<file path="config.mk">
export PLATFORM = sky130hd
export DESIGN_NAME = usb_uart_readback_tx
export DESIGN_NICKNAME = d
export VERILOG_FILES = /design/src/rtl/usb_bridge_pkg.sv /design/src/rtl/usb_word_fifo.sv /design/src/rtl/usb_uart_readback_tx.sv
export SDC_FILE = /design/constraint.sdc
export NUM_CORES = 1
export LEC_CHECK = 0
export CAP_MARGIN = 20
export CORE_UTILIZATION = 60
export CTS_CLUSTER_SIZE = 28
export DETAILED_ROUTE_END_ITERATION = 10
export GPL_TIMING_DRIVEN = 0
export PLACE_DENSITY = 0.8
export SETUP_SLACK_MARGIN = 0.5
export SLEW_MARGIN = 20
export SYNTH_ARGS = -nofsm -noshare
export SYNTH_HDL_FRONTEND = slang
export SYNTH_SLANG_ARGS = --single-unit
</file>
<file path="constraint.sdc">
create_clock -name clk_i -period 8.7 [get_ports clk_i]
set_input_delay 1.74 -clock clk_i [delete_from_list [all_inputs] [get_ports clk_i]]
set_output_delay 1.74 -clock clk_i [all_outputs]
set_load 0.01 [all_outputs]
</file>
<file path="src/rtl/usb_bridge_pkg.sv">
`default_nettype none
// ============================================================================
// Module   : usb_bridge_pkg
// Purpose  : Shared constants, tx state encoding and byte helper for the
//            USB UART bridge.
// Revision : 1.0 - initial release
// ============================================================================
package usb_bridge_pkg;

  localparam logic [7:0] SYNC0            = 8'h00;
  localparam logic [7:0] SYNC1            = 8'hAA;
  localparam logic [7:0] SYNC2            = 8'hFF;
  localparam logic [7:0] CMD_WRITE_A      = 8'h01;
  localparam logic [7:0] CMD_WRITE_B      = 8'h02;
  localparam logic [7:0] RESP_CMD_DEFAULT = 8'h81;

  typedef enum logic [2:0] {
    TX_IDLE  = 3'd0,
    TX_SYNC0 = 3'd1,
    TX_SYNC1 = 3'd2,
    TX_SYNC2 = 3'd3,
    TX_CMD   = 3'd4,
    TX_LEN   = 3'd5,
    TX_DATA  = 3'd6
  } tx_state_e;

  // Byte 0 is the most significant byte: words go out MSB-first.
  function automatic logic [7:0] sel_byte(input logic [31:0] word, input logic [1:0] sel);
    sel_byte = word[7:0];
    case (sel)
      2'd0:    sel_byte = word[31:24];
      2'd1:    sel_byte = word[23:16];
      2'd2:    sel_byte = word[15:8];
      default: sel_byte = word[7:0];
    endcase
  endfunction

endpackage
`default_nettype wire

</file>
<file path="src/rtl/usb_word_fifo.sv">
`default_nettype none
// ============================================================================
// Module   : usb_word_fifo
// Purpose  : First-word-fall-through word FIFO with occupancy count.
// Revision : 1.0 - initial release
// ============================================================================
module usb_word_fifo #(
  parameter int WIDTH = 32,
  parameter int DEPTH = 8
) (
  input  logic                     clk_i,
  input  logic                     reset_n_i,
  input  logic                     push,
  input  logic                     pop,
  input  logic [WIDTH-1:0]         wr_data,
  output logic [WIDTH-1:0]         rd_data,
  output logic [WIDTH-1:0]         rd_data_next,
  output logic                     full,
  output logic                     empty,
  output logic [$clog2(DEPTH):0]   count
);

  localparam int AW = $clog2(DEPTH);
  localparam int CW = AW + 1;
  localparam logic [AW-1:0] c_ptr_one = AW'(1);
  localparam logic [CW-1:0] c_cnt_one = CW'(1);
  localparam logic [CW-1:0] c_cnt_max = CW'(DEPTH);

  logic [WIDTH-1:0] r_mem [DEPTH];
  logic [AW-1:0]    r_wr_ptr;
  logic [AW-1:0]    r_rd_ptr;
  logic [CW-1:0]    r_count;
  logic             w_push;
  logic             w_pop;
  logic [AW-1:0]    w_rd_ptr_nxt;

  assign full         = (r_count == c_cnt_max);
  assign empty        = (r_count == '0);
  assign count        = r_count;
  assign w_push       = push && !full;
  assign w_pop        = pop && !empty;
  assign w_rd_ptr_nxt = r_rd_ptr + c_ptr_one;
  assign rd_data      = r_mem[r_rd_ptr];
  // Lets the consumer preload the following word on the same edge as a pop.
  assign rd_data_next = r_mem[w_rd_ptr_nxt];

  always_ff @(posedge clk_i) begin
    if (w_push) begin
      r_mem[r_wr_ptr] <= wr_data;
    end
  end

  always_ff @(posedge clk_i or negedge reset_n_i) begin
    if (!reset_n_i) begin
      r_wr_ptr <= '0;
      r_rd_ptr <= '0;
      r_count  <= '0;
    end else begin
      if (w_push) begin
        r_wr_ptr <= r_wr_ptr + c_ptr_one;
      end
      if (w_pop) begin
        r_rd_ptr <= w_rd_ptr_nxt;
      end
      case ({w_push, w_pop})
        2'b10:   r_count <= r_count + c_cnt_one;
        2'b01:   r_count <= r_count - c_cnt_one;
        default: r_count <= r_count;
      endcase
    end
  end

endmodule
`default_nettype wire

</file>
<file path="src/rtl/usb_uart_readback_tx.sv">
`default_nettype none
// ============================================================================
// Module   : usb_uart_readback_tx
// Purpose  : Buffers fabric words and frames them as 00 AA FF / CMD / LEN /
//            payload byte packets on the USB IN byte stream.
// Revision : 1.0 - initial release
// ============================================================================
module usb_uart_readback_tx
  import usb_bridge_pkg::*;
#(
  parameter int         FIFO_DEPTH = 8,
  parameter logic [7:0] RESP_CMD   = RESP_CMD_DEFAULT
) (
  input  logic        clk_i,
  input  logic        reset_n_i,
  input  logic [31:0] word_i,
  input  logic        word_valid_i,
  output logic        word_ready_o,
  output logic [7:0]  in_data_o,
  output logic        in_valid_o,
  input  logic        in_ready_i,
  output logic        busy_o
);

  localparam int CNT_W = $clog2(FIFO_DEPTH) + 1;
  localparam logic [CNT_W-1:0] c_cnt_one = CNT_W'(1);

  tx_state_e        r_state;
  logic [7:0]       r_in_data;
  logic             r_in_valid;
  logic [CNT_W-1:0] r_frame_words;
  logic [CNT_W-1:0] r_words_left;
  logic [1:0]       r_byte_sel;

  logic             w_full;
  logic             w_empty;
  logic [CNT_W-1:0] w_count;
  logic [31:0]      w_head;
  logic [31:0]      w_head_next;
  logic             w_push;
  logic             w_pop;
  logic             w_hs;
  logic             w_last_byte;
  logic [CNT_W-1:0] w_count_after;

  assign word_ready_o = !w_full;
  assign w_push       = word_valid_i && !w_full;
  assign w_hs         = r_in_valid && in_ready_i;
  assign w_last_byte  = (r_state == TX_DATA) && w_hs && (r_byte_sel == 2'd3);
  assign w_pop        = w_last_byte;
  // Occupancy once this edge's pop and push have landed; seeds the next frame.
  assign w_count_after = w_count - c_cnt_one + CNT_W'(w_push);

  assign in_data_o  = r_in_data;
  assign in_valid_o = r_in_valid;
  assign busy_o     = (r_state != TX_IDLE);

  usb_word_fifo #(
    .WIDTH (32),
    .DEPTH (FIFO_DEPTH)
  ) u_fifo (
    .clk_i        (clk_i),
    .reset_n_i    (reset_n_i),
    .push         (w_push),
    .pop          (w_pop),
    .wr_data      (word_i),
    .rd_data      (w_head),
    .rd_data_next (w_head_next),
    .full         (w_full),
    .empty        (w_empty),
    .count        (w_count)
  );

  always_ff @(posedge clk_i or negedge reset_n_i) begin
    if (!reset_n_i) begin
      r_state       <= TX_IDLE;
      r_in_data     <= 8'h00;
      r_in_valid    <= 1'b0;
      r_frame_words <= '0;
      r_words_left  <= '0;
      r_byte_sel    <= 2'd0;
    end else begin
      case (r_state)
        TX_IDLE: begin
          if (!w_empty) begin
            r_state       <= TX_SYNC0;
            r_frame_words <= w_count;
            r_in_valid    <= 1'b1;
            r_in_data     <= SYNC0;
          end
        end
        TX_SYNC0: begin
          if (w_hs) begin
            r_state   <= TX_SYNC1;
            r_in_data <= SYNC1;
          end
        end
        TX_SYNC1: begin
          if (w_hs) begin
            r_state   <= TX_SYNC2;
            r_in_data <= SYNC2;
          end
        end
        TX_SYNC2: begin
          if (w_hs) begin
            r_state   <= TX_CMD;
            r_in_data <= RESP_CMD;
          end
        end
        TX_CMD: begin
          if (w_hs) begin
            r_state   <= TX_LEN;
            r_in_data <= 8'(r_frame_words);
          end
        end
        TX_LEN: begin
          if (w_hs) begin
            r_state      <= TX_DATA;
            r_in_data    <= sel_byte(w_head, 2'd0);
            r_byte_sel   <= 2'd0;
            r_words_left <= r_frame_words;
          end
        end
        TX_DATA: begin
          if (w_hs) begin
            if (r_byte_sel != 2'd3) begin
              r_byte_sel <= r_byte_sel + 2'd1;
              r_in_data  <= sel_byte(w_head, r_byte_sel + 2'd1);
            end else begin
              r_words_left <= r_words_left - c_cnt_one;
              r_byte_sel   <= 2'd0;
              if (r_words_left == c_cnt_one) begin
                if (w_count_after != '0) begin
                  r_state       <= TX_SYNC0;
                  r_frame_words <= w_count_after;
                  r_in_data     <= SYNC0;
                end else begin
                  r_state    <= TX_IDLE;
                  r_in_valid <= 1'b0;
                end
              end else begin
                // Words of the current frame are already resident, so the
                // follower is valid in the FIFO while the head is popped.
                r_in_data <= sel_byte(w_head_next, 2'd0);
              end
            end
          end
        end
        default: begin
          r_state    <= TX_IDLE;
          r_in_valid <= 1'b0;
        end
      endcase
    end
  end

endmodule
`default_nettype wire

</file>
After elaboration in Yosys (flattened, before gate mapping)

Memory sizes are Yosys's and may differ from the RTL's.
Cells that the tools add are included.

$add $sub $neg: 7
Multiplexer cells: 46
Reduce and logical (&&, ||, !) cells: 24
Eq/ne operators: 26
Bitwise operators: 1

Operator list:

| kind                                                                   | count |
|---|---|
| 8-bit two-way mux                                                      | 10 |
| 8-bit case mux with 7 select lines                                     | 1 |
| 4-bit two-way mux                                                      | 8 |
| 3-bit two-way mux                                                      | 9 |
| 4-bit case mux with 2 select lines                                     | 3 |
| 8-bit case mux with 3 select lines                                     | 1 |
| 3-bit case mux with 7 select lines                                     | 1 |
| 2-bit inequality test (second input constant)                          | 10 |
| 9-bit AND reduction                                                    | 2 |
| 6-bit AND reduction                                                    | 2 |
| 3-bit equality test (second input constant)                            | 3 |
| 1-bit two-way mux                                                      | 8 |
| 4-bit by 1-bit subtractor with 4-bit output (second input constant)    | 2 |
| 7-bit nonzero test                                                     | 1 |
| 3-bit by 1-bit adder with 3-bit output (second input constant)         | 2 |
| 2-bit equality test (second input constant)                            | 3 |
| 3-bit by 2-bit equality test with 1-bit output (second input constant) | 2 |
| 1-bit logical AND                                                      | 6 |
| 2-bit two-way mux                                                      | 3 |
| 2-bit nonzero test                                                     | 3 |
| 5-bit OR reduction                                                     | 1 |
| 4-bit by 1-bit adder with 4-bit output                                 | 1 |
| 4-bit by 1-bit adder with 4-bit output (second input constant)         | 1 |
| 2-bit by 1-bit equality test with 1-bit output (second input constant) | 2 |
| other kinds (17)                                                       | 19 |

RAM bits: 256
Memories: 1
Output and inout port bits: 11
Input bits: 36
Register bits: 32
Word-level logic and storage cells: 114

Memory list:

| name         | words | bits a word | rd ports | clocked after Yosys merged registers in | write ports | RTL line            | source |
|---|---|---|---|---|---|---|---|
| u_fifo.r_mem | 8     | 32          | 2        | 0                                       | 1           | usb_word_fifo.sv:29 | `logic [WIDTH-1:0] r_mem [DEPTH];` |

Logic depth before layout (Yosys ltp)

Word-level depth: 10
Mapped depth: 13
Mapped depth without buffers: 13

Cells and area by module

From an unflattened synthesis, not the netlist that was laid out.

Cell total of the unflattened synthesis: 755
Area, all modules: 13,990.9 um2

By module, submodules not included:

| module               | area each (um2) | seq. area each (um2) | times used | cells each |
|---|---|---|---|---|
| usb_word_fifo        | 12,194.2        | 7,937.6              | 1          | 552 |
| usb_uart_readback_tx | 1,796.7         | 550.5                | 1          | 203 |

Least setup slack after synthesis

OpenSTA, ideal clock, no wires.

Kind: input to register
Start: input port word_valid_i
End: memory u_fifo.r_mem[0][0] (enable)
Cell stages on the path: 4
Slack: 3,962 ps
Library setup time: 461 ps
Arrival: 4,277 ps
Buffers on the path: 0
Required time: 8,239 ps
Path through: nand2_1 inv_1 nand2b_1 nor3_1

Cells in the longest elaborated chain, start to end: 4

RTL lines:

| what                                    | RTL line                   | source |
|---|---|---|
| start, declared                         | usb_uart_readback_tx.sv:17 | `input logic word_valid_i,` |
| 1-bit logical AND                       | usb_uart_readback_tx.sv:47 | `assign w_push = word_valid_i && !w_full;` |
| 1-bit logical AND                       | usb_word_fifo.sv:40        | `assign w_push = push && !full;` |
| 1-bit two-way mux                       | usb_word_fifo.sv:48        | `if (w_push) begin` |
| 1-bit two-way mux (not written as such) | usb_word_fifo.sv:49        | `r_mem[r_wr_ptr] <= wr_data;` |
| end, declared                           | usb_word_fifo.sv:29        |  |

No other way between the ends.

Final worst setup path

Start: input port word_valid_i
End: register r_in_data[2], in the netlist in_data_o[2]

Cells in the longest elaborated chain, start to end: 5

RTL lines:

| what                                                              | RTL line                    | source |
|---|---|---|
| 1-bit logical AND                                                 | usb_uart_readback_tx.sv:47  |  |
| 4-bit by 1-bit adder with 4-bit output                            | usb_uart_readback_tx.sv:52  | `assign w_count_after = w_count - c_cnt_one + CNT_W'(w_push);` |
| 4-bit nonzero test                                                | usb_uart_readback_tx.sv:133 | `if (w_count_after != '0) begin` |
| 4-bit by 3-bit inequality test with 1-bit output (no source line) | -                           |  |
| 9-bit AND reduction (no source line)                              | -                           |  |
| end signal, assigned                                              | usb_uart_readback_tx.sv:119 | `r_in_data <= sel_byte(w_head, 2'd0);` |
| end signal, assigned                                              | usb_uart_readback_tx.sv:128 | `r_in_data <= sel_byte(w_head, r_byte_sel + 2'd1);` |
| end signal, assigned                                              | usb_uart_readback_tx.sv:144 | `r_in_data <= sel_byte(w_head_next, 2'd0);` |
| end, declared                                                     | usb_uart_readback_tx.sv:29  | `logic [7:0] r_in_data;` |

No other way between the ends.
A chain may end at the register's enable or synchronous reset.

==> impl_results.md <==
* Inserted Clock Buffers at 29
* Worst Setup SP: word_valid_i
* H-tree Lvls at 1
* Dpl ws at 3.760 ns
* CORE AREA at around 20000 µm²
* Worst setup path class: primary input to flip-flop
* Hold crit path type: flip-flop to flip-flop
* Synthesized area per cell at 18.18 µm²
* Grt ovf at 0
* Crit path depth at 10
* Max-slew violation count at 0
* Worst-path fanout max at 8
* Synth top area cells: edfxtp_1 62%, mux4_2 12%, dfrtp_1 6.4%, mux4_1 2.3%, mux2i_1 2.0%
* Clock Latency Late Sink at approximately 0.55 ns
* Synth top area share at 61.73%
* Most frequent cells in the layout: 256 x edfxtp_1, 69 x mux4_2, 45 x clkdlybuf4s50_1
* DP HPWL at between 15000 and 20000 µm
* Starting Density at 61.35%
* Post-CTS Setup Inserts at 0
* DRT iter0 DRCs at between 800 and 900
* Dominant cell type by area after synthesis: edfxtp_1
* Crit path cell chain: clkdlybuf4s50_1 -> nand2_1 -> inv_1 -> ha_1 -> ha_1 -> xor2_1 -> xor2_1 -> or3_1 -> o31ai_2 -> mux2_2
* Setup TNS at 0 ns
* Critical Path Max Stage Delay at between 0.8 and 0.9 ns
* Tightest Pin Transition at around 0.95 ns
* CP Launch Type: primary input
* Placed cells at slightly above 1000
* Critical Path RT at slightly above 9 ns
* Post-CTS Hold Buffers at 0
* Layout Cells excl Fill at between 1000 and 1500
* Skew final at around 0.0099 ns
* Asr flop ratio synth at 11.11%
* Setup crit end kind: flip-flop
* Die X at 146.1 µm
* Worst reg2reg endpoint: in_data_o[2]$_DFFE_PN0P_
* Initial antenna violation count at 1
* Port Buffers at between 40 and 50
* Final GP Congestion at 0.9454
* Peak supply drop at around 0.28 mV
* Clock Pin Slew Worst Setup and Hold Paths at ~0.060 ns
* Main synth FF type: edfxtp_1
* Share of layout cells above drive strength 1 at 22.82%
* # fillers at roughly 1200
* Crit path arrival time at approximately 5 ns
* Status: finished, final reports clean
* Post-route ant nets at 0
* P_leak at ~4.8 nW
* EDFF count, synth at about 260
* Synth Register Bits at about 290
* Delay-heaviest family, CP: compound AO/OA/AOI/OAI gates
* Boundary pin count at 47
* Root buffer cell: clkbuf_16
* Drt via density at between 6 and 7
* First-pass GRT wire length at 43650 µm
* Pin count of the biggest net entering global routing at 20
* Slew margin rel. at between 30% and 40%
* DIE AREA at between 20000 and 25000 µm²
* Routed wire length at between 20000 and 30000 µm
* Vias in the first global route at about 7400
* Critical path destination: in_data_o[2]$_DFFE_PN0P_
* CP max-delay cell: o31ai_2
* Area delta synth->final at 17.12%
* Worst setup margin at between 4 and 5 ns
* Number of remaining DRC errors at 0
* Final Hold Viols at 0
* Synth cell types at 54
* Reg2reg start: u_fifo.count[0]$_DFFE_PN0P_
* Unrepaired setup endpoints after global routing: false
* Leading cell type in the layout, fill and taps excluded: edfxtp_1
* Min cycle time layout at 4.438 ns
* Register area at 8488 µm²
* P per Cell Area at 281.8 nW/µm²
* DRT Pass-1 Iters at 8
* Reg2Reg Setup Slack at about 4.9 ns
* Vias at slightly above 7000
* Final setup fails at 0
* Nets at approximately 830
* Wirelength per Cell at between 20 and 30 µm
* Synthesized area at around 12000 µm²
* Max Fclk at about 230 MHz
* Ys Warns at 0
* Multi-input logic area at 3744 µm²
* Crit share post-route at roughly half
* GRT Overall Usage at ~28%
* Post-cts sizing count at 0
* Row count at 52
* Post-synthesis sequential area ratio at a little under 70%
* Max-Cap Viols at 0
* Power, Total at about 4.1 mW
* Cells after synthesis at about 690
* Die height at around 150 µm
* Net Count, Synth at roughly 740
* CTS tree: done
* R2R depth at 12
* Clk buf depth at 3
* CTS sink count at around 290
* Final Util at a little under three quarters
* Critical path buffer and inverter count at 2
==> cell usage after synthesis, drive strengths merged, types with 3 or more instances <==
master / n
nor3: 5
o2bb2ai: 4
a221oi: 3
xor2: 6
mux2i: 25
ha: 14
nor3b: 3
nor4: 4
clkbuf: 12
mux2: 18
buf: 27
dfrtp: 32
nand2b: 10
a21oi: 19
or3: 3
a31oi: 3
xnor2: 7
nand2: 37
nand3b: 4
o22ai: 6
inv: 13
o21ai: 20
nand3: 10
nor2: 28
a22oi: 9
edfxtp: 256
mux4: 80
==> kinds of logic (layout without fill, tap and decap cells) <==
kind of cell | Yosys count | after routing | share of synthesized area, %
compound gates | 84 | 84 | 4.562
flops | 288 | 288 | 68.16
mux | 123 | 123 | 18.44
buf+inv | 52 | 169 | 2.281
xor+xnor | 13 | 13 | 0.9143
fa+ha+maj | 14 | 14 | 1.407
other cells | 0 | 1 | 0
simple gates | 111 | 111 | 4.240
==> state kept, by name, indices dropped and copies added (netlist names) <==
name	count
in_valid_o	1
u_fifo.r_mem	256
r_state	3
u_fifo.count	4
r_byte_sel	2
r_words_left	4
u_fifo.r_wr_ptr	3
u_fifo.r_rd_ptr	3
r_frame_words	4
in_data_o	8
==> report_power, final <==
group	internal (mW)	switching (mW)	leakage, nW	total [mW]
Combinational	0.383	0.558	1.61	0.942
Clock	0.794	0.513	0.480	1.31
Sequential	1.75	0.112	2.72	1.86
==> through the flow <==
stage	area [µm²]	hold WS, ns
after global placement	13250	0.5026
after detailed placement	13570	0.5211
after CTS	14580	0.5401
final	14590	0.5382
after global routing	14590	0.5393
after floorplan	12450	0.4871
==> layout make-up <==
class                      count  share of cell area, %
tap                          270                  2.316
inverter                      13                 0.3346
antenna                        1                0.01716
buffer                        39                  1.613
multi-input combinational    345                  25.67
clock buffer                  36                  5.156
clock inverter                18                  1.759
timing repair buffer          63                  4.941
sequential                   288                  58.20
==> how the worst min path moves through the flow <==
stage	depth (start not counted)	end	slack (ns)	startpoint
floorplan	2	u_fifo.r_wr_ptr[0]$_DFFE_PN0P_	0.49	u_fifo.r_wr_ptr[0]$_DFFE_PN0P_
global placement	2	u_fifo.r_wr_ptr[0]$_DFFE_PN0P_	0.50	u_fifo.r_wr_ptr[0]$_DFFE_PN0P_
detailed placement	1	in_data_o[6]$_DFFE_PN0P_	0.52	in_data_o[6]$_DFFE_PN0P_
CTS	1	in_data_o[1]$_DFFE_PN0P_	0.54	in_data_o[1]$_DFFE_PN0P_
global route	1	in_data_o[1]$_DFFE_PN0P_	0.54	in_data_o[1]$_DFFE_PN0P_
finish	1	in_data_o[1]$_DFFE_PN0P_	0.54	in_data_o[1]$_DFFE_PN0P_
==> metal layers <==
metal,wire length [µm],vias to the layer above,global-route usage (%)
li1,-,2987,-
met1,10890,3657,37.57
met2,14350,398,45.72
met3,2268,79,4.063
met4,1006,0,11.67
met5,0,-,0
Power figures use the tool's default switching activity.
==> patch 1 (same settings) <==
The parameter `FIFO_DEPTH` goes from 8 to 4.
--- a/src/rtl/usb_uart_readback_tx.sv
+++ b/src/rtl/usb_uart_readback_tx.sv
@@ -10,3 +10,3 @@
 #(
-  parameter int         FIFO_DEPTH = 8,
+  parameter int         FIFO_DEPTH = 4,
   parameter logic [7:0] RESP_CMD   = RESP_CMD_DEFAULT
Check against the original RTL: not equivalent (Yosys sat finds a counterexample within 10 cycles, from zero or initial values and one cycle with reset_n_i low).
==> patch 1 against the original RTL <==
  * Total power fell by 32%
  * Routed wire length fell by 45%
  * Cell count fell by 37%
  * Final area fell by 42%
  * Sequential cell count fell by 133
  * Area after synthesis fell by 43%
  * Worst hold slack got worse by 0.032 ns
  * Setup slack improved by 0.63 ns
  * Fmax rose by 17%
  * Critical path type unchanged
==> patch 1: results (changes against the original RTL) <==
detailed_routing:
  wire_per_inst_um: 23.3  # -12%
  drt-initial-drc-count: 371  # -54%
  num_vias: 4416  # -38%
  via_per_inst: 6.51  # -1.9%
worst_setup_path:
  crit_slowest_cell: "clkdlybuf4s50_1"
  crit_family: "buffers and inverters"
  cpPeakStageDelay_ns: 0.51  # -0.31 ns
  r2r_setup_slack_ns: 5.83  # +0.97 ns
cells_and_area:
  largest_reg_flops: 128  # -50%
  diodes: 0  # -1
  nFillCells: 695  # -42%
grt:
  grt_pass1_wl_um: 24700  # -44%
  grtUsageMet1: 0.343  # -0.0328
  met2_usage: 0.448  # -0.00956
  gr-usage-all-layers: 0.274  # -0.00294
  grt_use_met3: 0.0656  # +0.0250
  grt_max_degree: 28  # +40%
pwr:
  ir_drop_uv: 226  # -18%
  power.leakage_nw: 2.96  # -38%
clock_network:
  cts_buffer_depth: 2  # -1
  cts_inserted_buffers: 17  # -41%
place:
  hpwl_um: 10700  # -44%
  gp_congestion: 0.885  # -6.4%
logic_synthesis:
  syn_area_per_cell_um2: 15.6  # -14%
  synthXorXnorAreaFrac: 0.0130  # +0.00388
  ys_seq_area_frac: 0.636  # -0.0458
  synth_edf_count: 128  # -50%
  synthMuxAreaShare: 0.151  # -0.0339
  synth_cell_types: 51  # -5.6%
timing:
  slew_headroom: 0.434  # +0.0719
  hold_slack_ns: 0.506  # -0.0323 ns
  fin_skew_ns: 0.00663  # -0.00331 ns
status:
  status: "complete, no violations"
## patch 1: stage by stage
step | util | worst slack (ns) | instance area [um2]
2_1_floorplan | - | 5.22 | 7110
3_3_place_gp | 0.676 | 4.54 | 7750
3_5_place_dp | 0.683 | 4.50 | 7830
4_1_cts | 0.732 | 4.91 | 8390
5_1_grt | 0.732 | 4.70 | 8390
6_report | 0.732 | 4.89 | 8390
## patch 1: metal layers
metal | vias up | wire length, um
li1 | 1950 | -
met1 | 2219 | 6380
met2 | 210 | 7780
met3 | 37 | 1150
met4 | 0 | 504
met5 | - | 0
## patch 1: final cells by class
cell class / instances / share of cell area
buffer: 27 / 0.0167
clock buffer: 21 / 0.0525
clock inverter: 9 / 0.0148
inverter: 19 / 0.00850
multi-input combinational: 254 / 0.284
sequential: 155 / 0.539
tap: 143 / 0.0213
timing repair buffer: 50 / 0.0638
## patch 1: cells by family after synthesis
group	Yosys count
compound gates	87
xor+xnor	9
fa+ha+maj	17
buf+inv	46
flops	155
mux	77
simple gates	64
## patch 1: path summary, 6_finish.rpt
kind,cells after the start,from,to
worst max register to register,12,u_fifo.count[0],in_data_o[7]
worst min register to register,1,u_fifo.count[0],u_fifo.count[0]
max in group asynchronous,1,reset_n_i,in_data_o[6]
worst min-delay path,1,u_fifo.count[0],u_fifo.count[0]
worst max-delay path,10,word_valid_i,in_data_o[7]
min in group asynchronous,1,reset_n_i,r_state[2]
## patch 1: worst register-to-register path, delay by kind of cell (launching register included)
family	cells	cell delay [ns]
AO/OA/AOI/OAI	1	0.31
adder cells (fa/ha/maj)	3	0.69
buffers and inverters	3	0.47
flip-flops	1	0.40
AND/OR/NAND/NOR	5	0.87
## patch 1: report_power, final
group	switching, mW	total (mW)	internal (mW)
Sequential	0.0934	1.09	0.994
Clock	0.267	0.711	0.444
Combinational	0.538	0.978	0.440
==> patch 2 (config.mk and constraints unchanged) <==
Made on the original files. Encoding of `tx_state_e`: now one-hot (7 bits for 7 states).
--- a/src/rtl/usb_bridge_pkg.sv
+++ b/src/rtl/usb_bridge_pkg.sv
@@ -16,10 +16,10 @@
 
-  typedef enum logic [2:0] {
-    TX_IDLE  = 3'd0,
-    TX_SYNC0 = 3'd1,
-    TX_SYNC1 = 3'd2,
-    TX_SYNC2 = 3'd3,
-    TX_CMD   = 3'd4,
-    TX_LEN   = 3'd5,
-    TX_DATA  = 3'd6
+  typedef enum logic [6:0] {
+    TX_IDLE  = 7'b0000001,
+    TX_SYNC0 = 7'b0000010,
+    TX_SYNC1 = 7'b0000100,
+    TX_SYNC2 = 7'b0001000,
+    TX_CMD   = 7'b0010000,
+    TX_LEN   = 7'b0100000,
+    TX_DATA  = 7'b1000000
   } tx_state_e;
Formal check against the unedited RTL: same outputs for any inputs over 10 cycles, from zero or initial values and one cycle with reset_n_i low; not proved beyond that.
==> patch 2 against the original RTL <==
  * Register-to-register slack better by 0.02 ns
  * Total power fell by 4.1%
  * Sequential cell count increased by 4
  * Routed wire length increased by 3.9%
  * Combinational power is 11% lower
  * Setup slack better by 0.16 ns
  * Final area rose by 2.5%
  * Die area grew 2.5%
  * Worst hold slack got worse by 0.014 ns
  * Area after synthesis rose by 2.6%
  * Largest cell class unchanged
==> patch 2: results (changes against the original RTL) <==
timing:
  tightest_slew_ns: 0.994  # +0.0422 ns
  fin_skew_ns: 0.0135  # +0.00359 ns
  hold_slack_ns: 0.524  # -0.0141 ns
cells_and_area:
  stdcell_count: 1148  # +7.0%
  drive_gt1_frac: 0.212  # -0.0163
  diodes: 0  # -1
  fin_nets: 900  # +8.6%
detailed_routing:
  highest_layer: "met4"
  wl_met1_um: 11200  # +2.9%
  met3WireLength_um: 2590  # +14%
  drt-initial-drc-count: 875  # +7.6%
  route.met2.wl_um: 14700  # +2.2%
  wire_per_inst_um: 25.8  # -2.9%
  via_per_inst: 6.65  # +0.25%
  dr.pass1.iters: 6  # -2
logic_synthesis:
  synth_cell_types: 62  # +15%
  synthTopCellsByArea: "edfxtp_1, mux4_2, dfrtp_1"
  ys_seq_area_frac: 0.672  # -0.00922
  syn_nets: 803  # +9.3%
  syn_area_per_cell_um2: 17.0  # -6.7%
  ys_async_sr_fraction: 0.123  # +0.0122
  synthTopCellsByCount: "edfxtp_1, mux4_2, mux2i_1, nand2_1, dfrtp_1"
pwr:
  power.leakage_nw: 4.95  # +3.1%
  ir_drop_uv: 210  # -24%
worst_hold_path:
  holdPathStages: 2  # +1
  min-delay-start: "in_data_o[6]"
  worstHoldEndpoint: "in_data_o[6]"
place:
  dp_slack_ns: 3.93  # +0.166 ns
  gp_congestion: 0.880  # -7.0%
  hpwl_um: 19800  # +4.4%
  placed_cell_area_um2: 14000  # +3.1%
worst_setup_path:
  critPathArrivalTime_ns: 4.72  # -0.15 ns
  r2r_setup_slack_ns: 4.88  # +0.02 ns
  r2r-end: "in_data_o[7]"
  r2r_cells: 13  # +1
grt:
  grt_antenna_before_repair: 0  # -1
  met2_usage: 0.470  # +0.0131
  grt_max_degree: 32  # +60%
  grt_pass1_wl_um: 45300  # +3.8%
  grt_use_met3: 0.0485  # +0.00783
  grtUsageMet1: 0.373  # -0.00287
  grt_pass1_vias: 7929  # +7.4%
  gr-usage-all-layers: 0.282  # +0.00448
status:
  status: "complete, no violations"
clock_network:
  cts_inserted_buffers: 29  # unchanged
[patch 2: cell types whose count changed in the layout (fill, tap and decap cells not counted), moves of 6 or more]
cell | before | now
mux2i_1 | 25 | 53
mux4_1 | 11 | 0
and3_1 | 0 | 7
nor2b_1 | 2 | 8
nand3_1 | 10 | 34
nor2_1 | 22 | 13
clkinv_2 | 3 | 9
inv_1 | 13 | 19
[patch 2: worst max-delay path: stages]
cell,delay (ns)
clkdlybuf4s50_1,0.46
nand2_1,0.11
inv_1,0.17
ha_1,0.22
nor2b_1,0.18
nor3_1,0.11
o311ai_0,0.66
nand2_1,0.21
a21oi_4,0.45
mux2_2,0.40
[patch 2: logic make-up after synthesis]
group                      share of synthesized area
DFF                                            0.672
xor gates and xnor gates                      0.0115
AOI/OAI and AO/OA                             0.0519
muxes                                          0.172
buffers and inverters                         0.0199
adders and majority gates                     0.0137
and+or+nand+nor                               0.0587
[patch 2: how the worst max path moves through the flow]
stage / from / end / slack (ns)
6_report: word_valid_i / in_data_o[7] / 4.42
2_1_floorplan: word_valid_i / u_fifo.r_mem[0][0] / 3.96
5_1_grt: word_valid_i / in_data_o[7] / 4.21
4_1_cts: word_valid_i / in_data_o[3] / 4.49
3_3_place_gp: word_valid_i / u_fifo.r_mem[0][10] / 1.00
3_5_place_dp: word_valid_i / in_data_o[7] / 3.93
[patch 2: cell type report]
cell class / instances / area (um2)
multi-input cells: 403 / 3990
fillers: 1328 / 6010
well taps: 275 / 344
clock inverters: 21 / 211
repair buffers: 66 / 810
inverters: 19 / 71.3
clock buffers: 33 / 741
plain buffers: 39 / 183
flip-flops and latches: 292 / 8590
[patch 2: where the power goes]
group | internal (mW) | switching [mW]
clock | 0.730 | 0.513
combinational | 0.359 | 0.479
sequential | 1.76 | 0.101
total | 2.85 | 1.09
